### src/rtl/la_pkg.sv
// Shared types and defaults for the logic-analyzer capture controller.
// State encodings are fixed because software decodes out_state directly.
package la_pkg;

  localparam int LA_DEPTH = 4096;
  localparam int LA_AW    = 12;
  localparam int LA_DW    = 8;

  typedef enum logic [2:0] {
    ST_IDLE  = 3'd0,
    ST_PRE   = 3'd1,
    ST_WAIT  = 3'd2,
    ST_POST  = 3'd3,
    ST_DONE  = 3'd4,
    ST_READ  = 3'd5
  } la_state_e;

endpackage

### src/rtl/la_trig_match.sv
// Masked trigger comparator: a probe matches when every care bit
// equals the corresponding bit of the trigger value.
module la_trig_match
  import la_pkg::*;
#(
  parameter int DW = LA_DW
) (
  input  logic [DW-1:0] probe_i,
  input  logic [DW-1:0] mask_i,
  input  logic [DW-1:0] value_i,
  output logic          match_o
);

  assign match_o = ((probe_i ^ value_i) & mask_i) == '0;

endmodule

### src/rtl/la_capture_ctrl.sv
// Capture controller: fills an external ring buffer around a trigger
// and streams the window back oldest-first with 1-cycle read latency.
module la_capture_ctrl
  import la_pkg::*;
#(
  parameter int DEPTH = LA_DEPTH,
  parameter int AW    = LA_AW,
  parameter int DW    = LA_DW
) (
  input  logic          in_clk,
  input  logic          in_rst,
  input  logic          in_arm,
  input  logic          in_abort,
  input  logic          in_sample_en,
  input  logic [DW-1:0] in_probe,
  input  logic [DW-1:0] in_trig_mask,
  input  logic [DW-1:0] in_trig_value,
  input  logic [AW-1:0] in_pretrig,
  input  logic          in_rd_req,
  output logic          out_bram_we,
  output logic [AW-1:0] out_bram_addr,
  output logic [DW-1:0] out_bram_data,
  input  logic [DW-1:0] in_bram_q,
  output logic          out_rd_valid,
  output logic [DW-1:0] out_rd_data,
  output logic          out_rd_last,
  output logic          out_done,
  output logic [2:0]    out_state
);

  localparam logic [AW-1:0] ONE  = AW'(1);
  localparam logic [AW-1:0] LAST = AW'(DEPTH - 1);

  la_state_e     state_q;
  logic [AW-1:0] wr_ptr_q;
  logic [AW-1:0] rd_ptr_q;
  logic [AW-1:0] cnt_q;
  logic [AW-1:0] post_q;
  logic [AW-1:0] trig_q;
  logic [AW-1:0] pre_q;
  logic [AW-1:0] iss_q;
  logic [DW-1:0] mask_q;
  logic [DW-1:0] value_q;
  logic          rd_valid_q;
  logic          rd_last_q;

  logic          match;
  logic          capturing;
  logic          wr_en;
  logic          rd_en;
  logic          is_last;
  logic [AW-1:0] post_ld;

  la_trig_match #(.DW(DW)) u_match (
    .probe_i (in_probe),
    .mask_i  (mask_q),
    .value_i (value_q),
    .match_o (match)
  );

  assign capturing = (state_q == ST_PRE) || (state_q == ST_WAIT) ||
                     (state_q == ST_POST);
  assign wr_en   = capturing && in_sample_en && !in_abort;
  assign rd_en   = ((state_q == ST_DONE) || (state_q == ST_READ)) &&
                   in_rd_req && !in_abort;
  assign is_last = iss_q == LAST;
  assign post_ld = LAST - pre_q;

  assign out_bram_we   = wr_en;
  assign out_bram_addr = wr_en ? wr_ptr_q : (rd_en ? rd_ptr_q : '0);
  assign out_bram_data = in_probe;
  assign out_rd_valid  = rd_valid_q;
  assign out_rd_last   = rd_last_q;
  assign out_rd_data   = rd_valid_q ? in_bram_q : '0;
  assign out_done      = state_q == ST_DONE;
  assign out_state     = state_q;

  always_ff @(posedge in_clk or posedge in_rst) begin
    if (in_rst) begin
      state_q    <= ST_IDLE;
      wr_ptr_q   <= '0;
      rd_ptr_q   <= '0;
      cnt_q      <= '0;
      post_q     <= '0;
      trig_q     <= '0;
      pre_q      <= '0;
      iss_q      <= '0;
      mask_q     <= '0;
      value_q    <= '0;
      rd_valid_q <= 1'b0;
      rd_last_q  <= 1'b0;
    end else begin
      rd_valid_q <= rd_en;
      rd_last_q  <= rd_en && is_last;
      if (wr_en) wr_ptr_q <= wr_ptr_q + ONE;
      if (rd_en) begin
        rd_ptr_q <= rd_ptr_q + ONE;
        iss_q    <= iss_q + ONE;
      end
      if (in_abort) begin
        state_q <= ST_IDLE;
      end else begin
        unique case (state_q)
          ST_IDLE: if (in_arm) begin
            mask_q   <= in_trig_mask;
            value_q  <= in_trig_value;
            pre_q    <= in_pretrig;
            wr_ptr_q <= '0;
            cnt_q    <= '0;
            iss_q    <= '0;
            state_q  <= (in_pretrig == '0) ? ST_WAIT : ST_PRE;
          end
          ST_PRE: if (in_sample_en) begin
            cnt_q <= cnt_q + ONE;
            if ((cnt_q + ONE) == pre_q) state_q <= ST_WAIT;
          end
          ST_WAIT: if (in_sample_en && match) begin
            trig_q <= wr_ptr_q;
            post_q <= post_ld;
            // rd_ptr doubles as start_addr: oldest sample in the window
            if (post_ld == '0) begin
              rd_ptr_q <= wr_ptr_q - pre_q;
              state_q  <= ST_DONE;
            end else begin
              state_q  <= ST_POST;
            end
          end
          ST_POST: if (in_sample_en) begin
            post_q <= post_q - ONE;
            if (post_q == ONE) begin
              rd_ptr_q <= trig_q - pre_q;
              state_q  <= ST_DONE;
            end
          end
          ST_DONE: if (in_rd_req) begin
            state_q <= is_last ? ST_IDLE : ST_READ;
          end
          ST_READ: if (in_rd_req && is_last) begin
            state_q <= ST_IDLE;
          end
          default: state_q <= ST_IDLE;
        endcase
      end
    end
  end

endmodule

### config.mk
export PLATFORM = sky130hd
export DESIGN_NAME = la_capture_ctrl
export DESIGN_NICKNAME = d
export VERILOG_FILES = /design/src/rtl/la_pkg.sv /design/src/rtl/la_trig_match.sv /design/src/rtl/la_capture_ctrl.sv
export SDC_FILE = /design/constraint.sdc
export NUM_CORES = 1
export LEC_CHECK = 0
export CAP_MARGIN = 20
export CORE_MARGIN = 4
export CORE_UTILIZATION = 40
export DETAILED_ROUTE_END_ITERATION = 10
export PLACE_DENSITY = 0.71
export SYNTH_ARGS = -nofsm -noshare
export SYNTH_HDL_FRONTEND = slang
export SYNTH_SLANG_ARGS = --single-unit
### constraint.sdc
create_clock -name in_clk -period 3.2 [get_ports in_clk]
set_input_delay 0.64 -clock in_clk [delete_from_list [all_inputs] [get_ports in_clk]]
set_output_delay 0.64 -clock in_clk [all_outputs]
set_load 0.05 [all_outputs]
==> impl_results.md <==
- Layout Nets: ~920
- Post-CTS sizing: 0
- Vias: approximately 6000
- Sink Count: about 110
- Share of layout cells above drive strength 1: about a tenth
- # fillers: 1590
- Placement Rows: 47
- RSZ-0062 raised after global routing: false
- FF+latch area: around 0.0026 mm²
- First DRT Iteration DRCs: slightly below 500
- Die X: ~140 µm
- Post-Synthesis Cells: around 760
- Post-route ant nets: 0
- CP Data Required Time: between 2 and 3 ns
- Sw frac: about 42%
- Antenna cells: 0
- Average size of a mapped cell: 8.97 µm²
- Biggest area consumer among synthesized cells: dfrtp_1
- Top cells by count, synth: dfrtp_1 (105), nand2_1 (71), nor2_1 (62)
- Antenna violations before repair: 0
- Sequential area share after synthesis: between 30% and 40%
- CTS buffer count: 9
- Internal Pwr Total: about 3.3 mW
- Routed vias/inst: ~5.6
- CP Max Fanout: 17
- Sequential power share: between 30 and 40%
- Yosys warnings: 0
- Mapped Nets: about 850
- Fin crit share: roughly nine tenths
- Tmin final: 2.84 ns
- Dominant synthesized flop cell: dfrtp_1
- Die footprint: approximately 0.019 mm²
- Leak Pwr: about 3.5 nW
- RePlAce Congestion: 0.884
- Final Core Density: between 50% and 60%
- Seq cells post-synth: 105
- Hold Buf Count CTS: 0
- Multi-input gate area in the final layout: approximately 0.0039 mm²
- Pwr Total: 5.69 mW
- Clk pin slew, worst setup/hold paths: 0.07 ns
- Max VDD drop: between 0.3 and 0.4 mV
- Critical path's slowest cell: clkdlybuf4s50_1
- Sw power: 2.36 mW
- Slew Viols, Final: 0
- Type of origin of the critical path: input pin
- I/O pin cnt: 85
- Max Clock Skew: 0.00617 ns
- Post-Route WL: between 15000 and 20000 µm
- Worst path arrival time: 2.20 ns
- EDFF count, synth: 0
- Setup TNS: 0 ns
- PwrDens: 678 mW/mm²
- First-pass GRT wire length: roughly 30000 µm
- Clock Power Share: around a fifth
- Rel. slew slack: 47.9%
- Number of buffers added on ports: 84
- DRC viols: 0
- Post-DP HPWL: around 14000 µm
- Pre-antenna DRT Iters: 5
- Clk root buf: clkbuf_16
- Hold slack: a little over 0.5 ns
- Status: completed
- Achievable frequency: ~350 MHz
- Clock Tree Buf Depth: 2
- HP Class: reg2reg
- Worst-margin pin slew: about 0.78 ns
- Worst-Skew Late Latency: 0.37 ns
- Top cells by area, synth: dfrtp_1 (38%), ha_1 (5.3%), mux2_2 (5.1%)
- Worst slack, placed: approximately 0.17 ns
- Post-CTS setup buffer count: 0
- CTS tree: built
- FFs w/ async S/R, synth: between 90% and 100%
- Crit path cell chain: clkdlybuf4s50_1 > buf_4 > and3b_1 > buf_4 > a22o_1 > buf_12
- Grt ovf: 0
- Drt wl/cell: between 15 and 20 µm
- Core area: between 0.015 and 0.02 mm²
- Largest net degree at the start of global routing: roughly 110
- Vias in the first global route: 5650
- Layout area overhead: 22.3%
- Cell mode on critical path: buf_4
- Initial core utilization: between 40% and 50%
- Setup violations, final: 0
- Die Y: 139 µm
- H-tree depth: 3
- Fin. Hold Viols: 0
- Critical path type: in2out
- Total of max-cap violations: 0
- Gate power share: a little over two fifths
- Crit path largest cell delay: 0.48 ns
- Overall Global Routing Usage: a little under a fifth
- Worst setup EP type: primary output
- Post-synth cell types: 61
- Synthesized area: 0.00686 mm²
- Post-synth top area share: between 30% and 40%
- Count leader, synth: dfrtp_1
- Final WS setup: between 0.3 and 0.4 ns
## worst max-delay path: cells and delay by family
family / cells / cell delay [ns]
AOI/OAI and AO/OA: 1 / 0.25
buffers and inverters: 4 / 1.05
and+or+nand+nor: 1 / 0.25
## layout by cell type (no fill, tap or decap), drive strengths merged, types with 8 or more instances in the layout
| master | netlist | routed |
|---|---|---|
| xnor2 | 31 | 31 |
| or3 | 9 | 9 |
| ha | 29 | 29 |
| nor4 | 12 | 12 |
| nor3 | 13 | 13 |
| nor2 | 62 | 62 |
| dfrtp | 105 | 105 |
| xor2 | 37 | 37 |
| buf | 14 | 34 |
| nand2 | 71 | 71 |
| and2 | 12 | 12 |
| mux2i | 8 | 8 |
| a22o | 23 | 23 |
| mux2 | 31 | 31 |
| clkdlybuf4s50 | 0 | 71 |
| inv | 28 | 31 |
| a21o | 8 | 8 |
| nand2b | 11 | 11 |
| nand4 | 14 | 14 |
| a21oi | 33 | 33 |
| clkbuf | 30 | 9 |
| nand3 | 36 | 36 |
| o21ai | 61 | 61 |
## cell families (layout without fill, tap and decap cells)
kind of cell	Yosys count	in the layout	synth area share [%]
and+or+nand+nor	266	266	19.1
AOI/OAI and AO/OA	181	181	17.2
DFF	105	105	38.3
buffers and inverters	74	151	4.60
xor gates and xnor gates	68	68	8.69
muxes	39	39	6.26
adders and majority gates	31	31	5.88
## metal layers
metal / track usage [%] / wire length, µm / vias up
met1: 25.9 / 8120 / 2837
met2: 29.6 / 8420 / 222
met3: 4.62 / 1320 / 37
met5: 0 / 0 / -
met4: 7.36 / 546 / 0
li1: - / - / 2883
## power by group through the flow
stage,Sequential (mW),Clock [mW],Combinational (mW)
finish,2.06,1.19,2.43
global route,2.12,1.26,2.69
CTS,2.05,1.21,2.43
detailed placement,2.08,0,2.40
global placement,2.06,0,2.36
floorplan,1.96,0,1.78
## through the flow
stage                     instance area, µm²  std cells
final                                   8390       1061
after global placement                  8080       1045
after global routing                    8390       1061
after CTS                               8390       1061
after detailed placement                8080       1045
after floorplan                         6860        764
## registers in the layout, indices dropped and copies added (netlist names)
register	count
value_q	8
post_q	12
wr_ptr_q	12
out_rd_last	1
out_state	3
out_rd_valid	1
trig_q	12
iss_q	12
cnt_q	12
mask_q	8
rd_ptr_q	12
pre_q	12
## layout make-up
| type | instances | share of cell area (%) |
|---|---|---|
| clock inverters | 7 | 1.01 |
| well taps | 220 | 3.28 |
| clock buffers | 9 | 2.69 |
| inverters | 30 | 1.39 |
| multi-input cells | 585 | 46.7 |
| flip-flops and latches | 105 | 31.3 |
| repair buffers | 105 | 13.6 |
## path summary, 6_finish.rpt
kind,from,endpoint,slack [ns],depth (start not counted)
hold / removal,mask_q[3]$_DFFE_PP0P_,mask_q[3]$_DFFE_PP0P_,0.51,1
max in group asynchronous,in_rst,pre_q[9]$_DFFE_PP0P_,1.97,3
setup / recovery,in_sample_en,out_bram_addr[11],0.36,6
min in group asynchronous,in_rst,iss_q[10]$_DFF_PP0_,0.78,3
setup reg to reg,pre_q[0]$_DFFE_PP0P_,rd_ptr_q[10]$_DFF_PP0_,0.42,10
hold reg to reg,mask_q[3]$_DFFE_PP0P_,mask_q[3]$_DFFE_PP0P_,0.51,1
(Power assumes the default switching activity.)
